$ cat src/rtl/period_meter_pkg.sv
// Shared constants for the period meter: default sizing and FSM state encoding.
package period_meter_pkg;

  localparam int unsigned DEF_WIDTH   = 32;
  localparam int unsigned DEF_TIMEOUT = 100_000_000;

  typedef logic [1:0] state_t;

  localparam state_t ST_IDLE    = 2'd0;
  localparam state_t ST_ARMED   = 2'd1;
  localparam state_t ST_MEASURE = 2'd2;

endpackage

$ cat src/rtl/sync_edge.sv
// Two-flop synchronizer plus history flop producing single-cycle rise/fall pulses.
module sync_edge (
  input  logic clk_in,
  input  logic rst,
  input  logic d,
  output logic rise,
  output logic fall
);

  logic       s1_q;
  logic       s2_q;
  logic       s3_q;
  logic [2:0] fill_q;

  always_ff @(posedge clk_in) begin
    if (rst) begin
      s1_q   <= 1'b0;
      s2_q   <= 1'b0;
      s3_q   <= 1'b0;
      fill_q <= '0;
    end else begin
      s1_q   <= d;
      s2_q   <= s1_q;
      s3_q   <= s2_q;
      fill_q <= {fill_q[1:0], 1'b1};
    end
  end

  // Edges are qualified until s3 holds a real sample, so a high input at
  // reset release is not mistaken for a rising edge against the cleared flops.
  assign rise = fill_q[2] &  s2_q & ~s3_q;
  assign fall = fill_q[2] & ~s2_q &  s3_q;

endmodule

$ cat src/rtl/period_meter.sv
// Measures period (rise to rise) and high time (rise to fall) of a slow
// asynchronous signal in clk_in cycles, with a no-edge timeout.
module period_meter
  import period_meter_pkg::*;
#(
  parameter int unsigned WIDTH   = DEF_WIDTH,
  parameter int unsigned TIMEOUT = DEF_TIMEOUT
) (
  input  logic             clk_in,
  input  logic             rst,
  input  logic             sig_in,
  output logic [WIDTH-1:0] period_out,
  output logic [WIDTH-1:0] high_out,
  output logic             valid,
  output logic             timeout,
  output logic             locked
);

  localparam logic [WIDTH-1:0] TO_CNT = WIDTH'(TIMEOUT);
  localparam logic [WIDTH-1:0] ONE    = WIDTH'(1);

  logic rise;
  logic fall;

  state_t           state_q,   state_d;
  logic [WIDTH-1:0] cnt_q,     cnt_d;
  logic [WIDTH-1:0] hi_lat_q,  hi_lat_d;
  logic             hi_seen_q, hi_seen_d;
  logic [WIDTH-1:0] period_q,  period_d;
  logic [WIDTH-1:0] high_q,    high_d;
  logic             valid_q,   valid_d;
  logic             timeout_q, timeout_d;
  logic             locked_q,  locked_d;

  sync_edge u_sync_edge (
    .clk_in (clk_in),
    .rst    (rst),
    .d      (sig_in),
    .rise   (rise),
    .fall   (fall)
  );

  always_comb begin
    state_d   = state_q;
    cnt_d     = cnt_q;
    hi_lat_d  = hi_lat_q;
    hi_seen_d = hi_seen_q;
    period_d  = period_q;
    high_d    = high_q;
    valid_d   = 1'b0;
    timeout_d = 1'b0;
    locked_d  = locked_q;

    case (state_q)
      ST_IDLE: begin
        if (rise) begin
          state_d   = ST_ARMED;
          cnt_d     = ONE;
          hi_seen_d = 1'b0;
        end
      end
      ST_ARMED, ST_MEASURE: begin
        // Rise wins over timeout, so a period of exactly TIMEOUT is still reported.
        if (rise) begin
          state_d   = ST_MEASURE;
          period_d  = cnt_q;
          high_d    = hi_seen_q ? hi_lat_q : '0;
          cnt_d     = ONE;
          hi_seen_d = 1'b0;
          valid_d   = 1'b1;
          locked_d  = 1'b1;
        end else if (cnt_q == TO_CNT) begin
          state_d   = ST_IDLE;
          cnt_d     = '0;
          timeout_d = 1'b1;
          locked_d  = 1'b0;
        end else begin
          cnt_d = cnt_q + ONE;
          if (fall) begin
            hi_lat_d  = cnt_q;
            hi_seen_d = 1'b1;
          end
        end
      end
      default: begin
        state_d  = ST_IDLE;
        cnt_d    = '0;
        locked_d = 1'b0;
      end
    endcase
  end

  always_ff @(posedge clk_in) begin
    if (rst) begin
      state_q   <= ST_IDLE;
      cnt_q     <= '0;
      hi_lat_q  <= '0;
      hi_seen_q <= 1'b0;
      period_q  <= '0;
      high_q    <= '0;
      valid_q   <= 1'b0;
      timeout_q <= 1'b0;
      locked_q  <= 1'b0;
    end else begin
      state_q   <= state_d;
      cnt_q     <= cnt_d;
      hi_lat_q  <= hi_lat_d;
      hi_seen_q <= hi_seen_d;
      period_q  <= period_d;
      high_q    <= high_d;
      valid_q   <= valid_d;
      timeout_q <= timeout_d;
      locked_q  <= locked_d;
    end
  end

  assign period_out = period_q;
  assign high_out   = high_q;
  assign valid      = valid_q;
  assign timeout    = timeout_q;
  assign locked     = locked_q;

endmodule

$ cat config.mk
export PLATFORM = sky130hd
export DESIGN_NAME = period_meter
export DESIGN_NICKNAME = d
export VERILOG_FILES = /design/src/rtl/period_meter_pkg.sv /design/src/rtl/sync_edge.sv /design/src/rtl/period_meter.sv
export SDC_FILE = /design/constraint.sdc
export NUM_CORES = 1
export LEC_CHECK = 0
export CAP_MARGIN = 25
export CORE_MARGIN = 3
export CORE_UTILIZATION = 55
export CTS_CLUSTER_DIAMETER = 120
export DETAILED_ROUTE_END_ITERATION = 10
export MAX_ROUTING_LAYER = met4
export PLACE_DENSITY = 0.79
export RECOVER_POWER = 50
export REMOVE_ABC_BUFFERS = 1
export SLEW_MARGIN = 0
export SYNTH_ARGS = -nofsm -noshare
export SYNTH_HDL_FRONTEND = slang
export SYNTH_HIERARCHICAL = 1
export SYNTH_SLANG_ARGS = --single-unit
$ cat constraint.sdc
create_clock -name clk_in -period 3.6 [get_ports clk_in]
set_clock_uncertainty 0.15 [all_clocks]
set_input_delay 1.08 -clock clk_in [delete_from_list [all_inputs] [get_ports clk_in]]
set_output_delay 1.08 -clock clk_in [all_outputs]
set_load 0.01 [all_outputs]
Word-level counts from Yosys, hierarchy flattened --
Index checks and enable logic that the tools add are counted.
Storage, ports and cells: flip-flop bits (word level) 140, logic and storage cells 62, bits of input ports 3, output and inout port bits 67
Cells by class: muxes and demuxes 20, reductions and logical operators 10, eq/ne operators 7, bitwise operators 10, $add $sub $neg 1
Operators with widths (number):
- 2-to-1 mux 32 bit | 4
- case mux 32 bit (2 select lines) | 1
- adder 32 x 1 -> 32 bit (second input constant) | 1
- == test 32 x 27 -> 1 bit (second input constant) | 1
- 2-to-1 mux 1 bit | 9
- != test 3 bit (second input constant) | 3
- AND reduction 4 bit | 2
- 2-to-1 mux 2 bit | 3
- inverter 1 bit | 6
- AND reduction 2 bit | 3
- bitwise AND 1 bit | 4
- case mux 1 bit (2 select lines) | 2
- case mux 2 bit (2 select lines) | 1
- OR reduction 2 bit | 2
- OR reduction 3 bit | 1
- == test 2 x 1 -> 1 bit (second input constant) | 1
- == test 2 bit (second input constant) | 1
- logical NOT 2 bit | 1
- != test 2 bit (second input constant) | 1
- nonzero test 2 bit | 1

Longest topological paths before layout --
Gate-level depths: netlist of the first run.
depth after elaboration 7, depth in mapped cells 10, depth with buffers taken out 7

By module --
The synthesis of the first run kept the hierarchy.
Modules (own cells, without submodules):
- period_meter | instances 1, area an instance 5252.5 um^2, cells each 567, seq. area each 2682.6 um^2
- sync_edge | instances 1, area an instance 172.7 um^2, cells each 14, seq. area each 120.1 um^2

Worst setup path before layout of the first run --
No wires, ideal clock.
kind flip-flop to flip-flop, start reg state_q[0], end reg cnt_q[31], data arrival time 1.922 ns, data required time 3.335 ns, setup slack 1.413 ns, cell stages (with the launch flop) 11, path buffers 3, clock period less this slack 2.187 ns, setup time 0.115 ns, path through dfxtp_1 > inv_1 > ha_1 > buf_2 > nor2b_1 > buf_2 > or3_1 > buf_4 > nor4_4 > xnor2_1 > nor2_1
On the way: cells in the longest elaborated chain, start to end 3, elaborated cells between the ends (all ways) 6, those cells by class eq/ne: 3; mux: 1; reduce/logical: 2
Ends and longest elaborated chain:
- start, declared | RTL line period_meter.sv:25 | state_t state_q, state_d;
- start signal, assigned | RTL line period_meter.sv:105 | state_q <= state_d;
- == test 2 x 1 -> 1 bit / == test 2 bit (equally long branches) | RTL line period_meter.sv:54 | case (state_q)
- OR reduction 2 bit | RTL line period_meter.sv:54
- case mux 32 bit (2 select lines) | RTL line period_meter.sv:54
- end signal, assigned | RTL line period_meter.sv:106 | cnt_q <= cnt_d;
- end, declared | RTL line period_meter.sv:26 | logic [WIDTH-1:0] cnt_q, cnt_d;
Several ways; a longest one is shown, not always the timed one. A chain may end at the register's enable or synchronous reset.

Worst setup path after layout of the first run --
start reg cnt_q[0], end reg hi_lat_q[24]
On the way: cells in the longest elaborated chain, start to end 3
Ends and longest elaborated chain:
- == test 32 x 27 -> 1 bit | RTL line period_meter.sv:72 | end else if (cnt_q == TO_CNT) begin
- inverter 1 bit (no line)
- AND reduction 4 bit (no line)
- end signal, assigned | RTL line period_meter.sv:107 | hi_lat_q <= hi_lat_d;
- end, declared | RTL line period_meter.sv:27 | logic [WIDTH-1:0] hi_lat_q, hi_lat_d;
No other way between the ends.

==> impl_metrics.py, run 1 <==
metrics = {
    "setup_path": {
        "cp.required_ps": 3820,
        "arrival_ps": 3160,
        "worstSetupStartpoint": "cnt_q[0]$_SDFFE_PP0N_",
        "cp-start-kind": "register",
        "crit_family": "compound AO/OA/AOI/OAI gates",
        "worstSetupPathType": "register to register",
        "cp_slowest_cell": "a31o_1",
        "reg2reg_from": "cnt_q[0]$_SDFFE_PP0N_",
        "max_stage_delay_ps": 910,
        "critPathBufInv": 2,
        "worstSetupEndpointType": "register",
        "path_max_fanout": 17,
        "crit_chain": "inv_1, ha_1, nor3b_1, and4_1, a31o_1, buf_12, mux2i_1, nor2_1",
    },
    "floorplan": {
        "num_io_pins": 70,
        "die_h_um": 105,
        "initial_core_util_pct": 57.6,
        "dieWidth_um": 105,
        "die_area_sq_um": 11100,
        "std_cell_rows": 35,
        "core_sq_um": 9420,
    },
    "cells_and_area": {
        "finish.net_count": 641,
        "fillers": 724,
        "area_growth_syn_to_layout_pct": 25.3,
        "layout-drive-gt1-share_pct": 6.98,
        "n_antenna_cell": 0,
    },
    "timing": {
        "finalHoldViolCount": 0,
        "fin_tns_setup_ps": 0,
        "timing.hold.ws_ps": 299,
        "min_period_over_period_pct": 81.8,
        "slew_violations": 0,
        "tightest_slew_ps": 1110,
        "slew_headroom_pct": 25.7,
        "setup_violations": 0,
        "max_freq_mhz": 339,
        "finalCriticalPeriod_ps": 2950,
        "rsz0062_at_grt": "false",
    },
    "grt": {
        "grt_use_total_pct": 25.1,
        "grt_antenna_before_repair": 0,
        "grt_max_degree": 48,
        "grt_pass1_wl_um": 21800,
        "grt_pass1_vias": 4407,
        "grt_overflow": 0,
    },
    "placed_design": {
        "port_buffers": 69,
        "gp_congestion": 0.864,
        "dp_hpwl_um": 8360,
    },
    "clock_tree": {
        "cts_made_buffers": 17,
        "cts_tree": "built",
        "cts_resized": 0,
        "clockBufferDepth": 2,
        "cts.sinks": 140,
        "path_clk_slew_ps": 60,
        "h-tree-depth": 4,
        "hold_buffers": 0,
        "cts-root-buf": "clkbuf_8",
        "postCtsSetupRepairBufs": 0,
        "insertion_delay_ps": 510,
    },
    "synth": {
        "yosysWarningCount": 6,
        "syn_inst": 581,
        "synthFlopType": "dfxtp_1",
        "synth_cell_types": 43,
        "ys_ff_latch": 140,
        "synth.avg_cell_area_sq_um": 9.34,
        "async_flop_share_pct": 0,
        "synth-edff-count": 0,
        "synthesis.area_sq_um": 5430,
        "yosysSeqAreaShare_pct": 51.7,
    },
    "routing": {
        "viasPerCell": 5.65,
        "wl_per_cell_um": 16.9,
        "postRouteAntennaNets": 0,
        "postRouteWirelength_um": 13100,
        "drtIter0Drc": 234,
        "drc": 0,
        "drt_first_pass_iters": 5,
        "vias": 4370,
    },
    "hold_path": {
        "worstHoldStart": "u_sync_edge/fill_q[0]$_DFF_P_",
        "hold_path_class": "register to register",
    },
    "power_and_ir_drop": {
        "ir_worst_vdd_mv": 0.432,
        "p_leak_nw": 2.65,
        "total_power_mw": 3.54,
        "pwr_density_cell_nw_per_um2": 521,
    },
    "flow_run": {
        "maxCapViolations": 0,
    },
    "run_status": {
        "status": "finished clean",
    },
}
where the power goes:
| part | leakage (nW) | switching (mW) | internal [mW] |
|---|---|---|---|
| combinational | 1.20 | 0.0331 | 0.00705 |
| clock | 0.322 | 0.660 | 1.29 |
| sequential | 1.13 | 0.00170 | 1.55 |
| total | 2.65 | 0.694 | 2.85 |
per-stage QoR:
| step | cell area [sq um] | utilization (%) | std cells | setup slack [ps] |
|---|---|---|---|---|
| 2_1_floorplan | 5190 | - | 533 | 769 |
| 3_3_place_gp | 6140 | 65.3 | 742 | 929 |
| 3_5_place_dp | 6170 | 65.6 | 743 | 1030 |
| 4_1_cts | 6840 | 72.6 | 774 | 907 |
| 5_1_grt | 6800 | 72.2 | 774 | 462 |
| 6_report | 6800 | 72.2 | 774 | 654 |
final cells by class:
type	count	area, sq um	area share (%)
Sequential cell	140	2800	41.2
Multi-Input combinational cell	385	2360	34.7
Timing Repair Buffer	81	779	11.5
Clock buffer	18	428	6.29
Clock inverter	13	236	3.48
Tap cell	129	161	2.37
Inverter	8	30.0	0.442
placed cells by master, fill, tap and decap left out, drive strengths merged, types with 9 or more instances in the layout:
cell and instances:
nor2 73, nand4 15, mux2i 32, nand3 15
a22o 32, xnor2 11, clkbuf 27, clkdlybuf4s50 68
nor4 9, inv 11, xor2 17, nor3 10
nand2 80, a21oi 38, dfxtp 140
path summary, 6_finish.rpt:
check | to | slack (ps) | depth (start not counted)
max | hi_lat_q[24]$_SDFFE_PP0P_ | 650 | 8
min | u_sync_edge/fill_q[1]$_SDFF_PP0_ | 300 | 1
max reg2reg | hi_lat_q[24]$_SDFFE_PP0P_ | 650 | 8
min reg2reg | u_sync_edge/fill_q[1]$_SDFF_PP0_ | 300 | 1
routing by layer:
metal	global-route usage (%)	up-vias	share of wire [%]
li1	-	2093	-
met3	4.96	17	6.9
met2	40.6	167	49
met4	8.34	0	1.3
met1	31.5	2093	43
met5	-	-	0
worst reg2reg max path: cells and delay by family (launching register included):
kind	cells	cell delay [ps]
multiplexers	1	250
buffers and inverters	2	390
adder cells (fa/ha/maj)	1	180
flip-flops	1	410
AO/OA/AOI/OAI	1	910
AND/OR/NAND/NOR	3	520
synthesized netlist by cell type (5+ instances only):
| cell | n | area share, % |
|---|---|---|
| clkbuf_1 | 30 | 2.1 |
| a22o_1 | 32 | 5.2 |
| xnor2_1 | 11 | 1.8 |
| buf_4 | 7 | 0.97 |
| mux2i_1 | 32 | 5.9 |
| a21oi_1 | 38 | 3.5 |
| nor2b_1 | 6 | 0.69 |
| inv_1 | 8 | 0.55 |
| nand2_1 | 80 | 5.5 |
| nor3_1 | 10 | 0.92 |
| ha_1 | 5 | 1.2 |
| dfxtp_1 | 140 | 52 |
| nand3_1 | 15 | 1.4 |
| buf_2 | 6 | 0.55 |
| nor4_1 | 5 | 0.58 |
| nand4_1 | 14 | 1.6 |
| nor2_1 | 73 | 5.1 |
| and4_1 | 6 | 0.97 |
| xor2_1 | 17 | 2.7 |
flip-flops by register name, summed over array words and instances (netlist names):
signal	count
cnt_q	32
hi_lat_q	32
hi_seen_q	1
high_out	32
locked	1
period_out	32
state_q	2
timeout	1
u_sync_edge/fill_q	3
u_sync_edge/s1_q	1
u_sync_edge/s2_q	1
u_sync_edge/s3_q	1
valid	1
cell families after synthesis:
logic type,Yosys count,share of synthesized area (%)
flops,140,51.7
fa+ha+maj,5,1.15
xor+xnor,28,4.52
mux,32,5.90
compound gates,82,10.1
buf+inv,56,4.82
simple gates,238,21.9
(Power assumes the default switching activity.)
==> run 2: changes to the inputs <==
Clock period 3.6 ns to 2.8 ns, I/O delays scaled along.
==> impl_metrics.py, run 2 (synthesis gave the netlist of run 1 again) <==
metrics = {
    "run_status": {
        "status": "finished clean",
    },
    "setup_path": {
        "cp-endpoint": "high_out[17]$_SDFFE_PP0P_",
        "crit_chain": "inv_1, ha_1, and2_0, clkbuf_2, and3_1, buf_4, a22o_1",
        "cp-start-kind": "register",
        "regToRegEndpoint": "high_out[17]$_SDFFE_PP0P_",
        "max_stage_delay_ps": 620,
        "reg2reg_from": "state_q[1]$_SDFFE_PP0P_",
        "cp.required_ps": 3100,
        "path_max_fanout": 34,
        "reg2regPathDepth": 7,
        "r2r_slack_ps": 270,
        "worstSetupPathType": "register to register",
        "worstSetupStartpoint": "state_q[1]$_SDFFE_PP0P_",
        "cp_slowest_cell": "clkbuf_2",
        "arrival_ps": 2830,
        "worstSetupEndpointType": "register",
    },
    "cells_and_area": {
        "design_area_sq_um": 6780,
        "area_growth_syn_to_layout_pct": 25.0,
        "final_common_cell": "dfxtp_1",
        "layout_common_cells": "dfxtp_1, nand2_1, nor2_1",
        "fin_cells": 776,
        "final_util_pct": 72.0,
        "layout-drive-gt1-share_pct": 7.88,
        "n_antenna_cell": 0,
        "finish.net_count": 645,
    },
    "hold_path": {
        "hold-path-cell-count": 1,
        "hold_path_class": "register to register",
        "worstHoldStart": "u_sync_edge/s1_q$_SDFF_PP0_",
    },
    "timing": {
        "worst_slack_ps": 275,
        "finalHoldViolCount": 0,
        "min_period_over_period_pct": 90.2,
        "timing.hold.ws_ps": 286,
        "max_freq_mhz": 396,
        "rsz0062_at_grt": "false",
        "setup_violations": 0,
        "slew_headroom_pct": 39.5,
        "finalCriticalPeriod_ps": 2530,
        "slew_violations": 0,
        "tightest_slew_ps": 907,
        "fin_tns_setup_ps": 0,
    },
    "routing": {
        "viasPerCell": 5.57,
        "postRouteWirelength_um": 13100,
        "vias": 4323,
        "drtIter0Drc": 211,
        "postRouteAntennaNets": 0,
        "drt_first_pass_iters": 4,
        "wl_per_cell_um": 16.9,
        "drc": 0,
    },
    "clock_tree": {
        "cts_resized": 0,
        "h-tree-depth": 4,
        "cts_tree": "built",
        "path_clk_slew_ps": 60,
        "clockBufferDepth": 2,
        "cts.sinks": 140,
        "hold_buffers": 0,
        "insertion_delay_ps": 520,
        "cts_made_buffers": 17,
        "postCtsSetupRepairBufs": 0,
        "cts-root-buf": "clkbuf_8",
    },
    "grt": {
        "use_met1_pct": 33.0,
        "grtUsageMet2_pct": 38.5,
        "grt_pass1_vias": 4251,
        "grt_pass1_wl_um": 21600,
        "grt_antenna_before_repair": 0,
        "grt_overflow": 0,
        "gr-usage-met3_pct": 5.27,
        "grt_max_degree": 46,
        "grt_use_total_pct": 25.0,
        "grt.busiest_layer": "met2",
    },
    "power_and_ir_drop": {
        "total_power_mw": 4.52,
        "pwr-share-clk_pct": 54.5,
        "pwr_density_cell_nw_per_um2": 666,
        "swShare_pct": 19.3,
        "internal_power_mw": 3.65,
        "p_leak_nw": 2.66,
        "p_seq_share_pct": 44.3,
        "ir_worst_vdd_mv": 0.555,
        "p_sw_uw": 871,
        "comb_power_share_pct": 1.2,
    },
    "placed_design": {
        "pre_cts_ws_ps": 349,
        "dp_hpwl_um": 8620,
        "gp_congestion": 0.835,
        "port_buffers": 69,
        "place_area_sq_um": 6170,
        "place_inst": 747,
    },
    "floorplan": {
        "die_area_sq_um": 11100,
        "dieWidth_um": 105,
        "core_sq_um": 9420,
        "die_h_um": 105,
        "std_cell_rows": 35,
        "num_io_pins": 70,
        "initial_core_util_pct": 57.6,
    },
    "flow_run": {
        "maxCapViolations": 0,
    },
}
-- run 2: cell types whose count changed in the layout (fill, tap and decap cells not counted), moves of 2 or more --
cell	delta
inv_6	-2
clkbuf_1	-3
clkdlybuf4s50_1	-2
clkbuf_2	+2
dlygate4sd3_1	+2
buf_4	+7
-- run 2: worst max-delay path: cells and delay by family, from the launching register on --
kind / cells / cell delay, ps
buffers and inverters: 3 / 930
AND/OR/NAND/NOR: 2 / 470
flip-flops: 1 / 350
AO/OA/AOI/OAI: 1 / 170
adder cells (fa/ha/maj): 1 / 370
-- run 2: worst min path at each step --
stage,to,slack (ps)
after floorplan,u_sync_edge/fill_q[1]$_SDFF_PP0_,260
after global placement,u_sync_edge/s2_q$_SDFF_PP0_,270
after detailed placement,u_sync_edge/s2_q$_SDFF_PP0_,270
after CTS,u_sync_edge/s2_q$_SDFF_PP0_,290
after global routing,u_sync_edge/s2_q$_SDFF_PP0_,300
final,u_sync_edge/s2_q$_SDFF_PP0_,290
-- run 2: power by group through the flow --
stage / clock network [mW] / registers, mW / logic (mW)
2_1_floorplan: 0 / 2.04 / 0.0193
3_3_place_gp: 0 / 2.04 / 0.0550
3_5_place_dp: 0 / 2.04 / 0.0563
4_1_cts: 2.49 / 2.00 / 0.0566
5_1_grt: 2.57 / 2.00 / 0.0599
6_report: 2.46 / 2.00 / 0.0545
-- run 2: final cells by class --
cell class	instances	area [sq um]
Clock inverter	11	218
Clock buffer	18	428
Tap cell	129	161
Timing Repair Buffer	85	783
Multi-Input combinational cell	385	2360
Sequential cell	140	2800
Inverter	8	30.0
Fill cell	711	2640
-- run 2: per-layer routing --
| layer | up-vias | wire length, um |
|---|---|---|
| met4 | 0 | 144 |
| met2 | 129 | 6270 |
| met5 | - | 0 |
| li1 | 2108 | - |
| met1 | 2073 | 5900 |
| met3 | 13 | 827 |
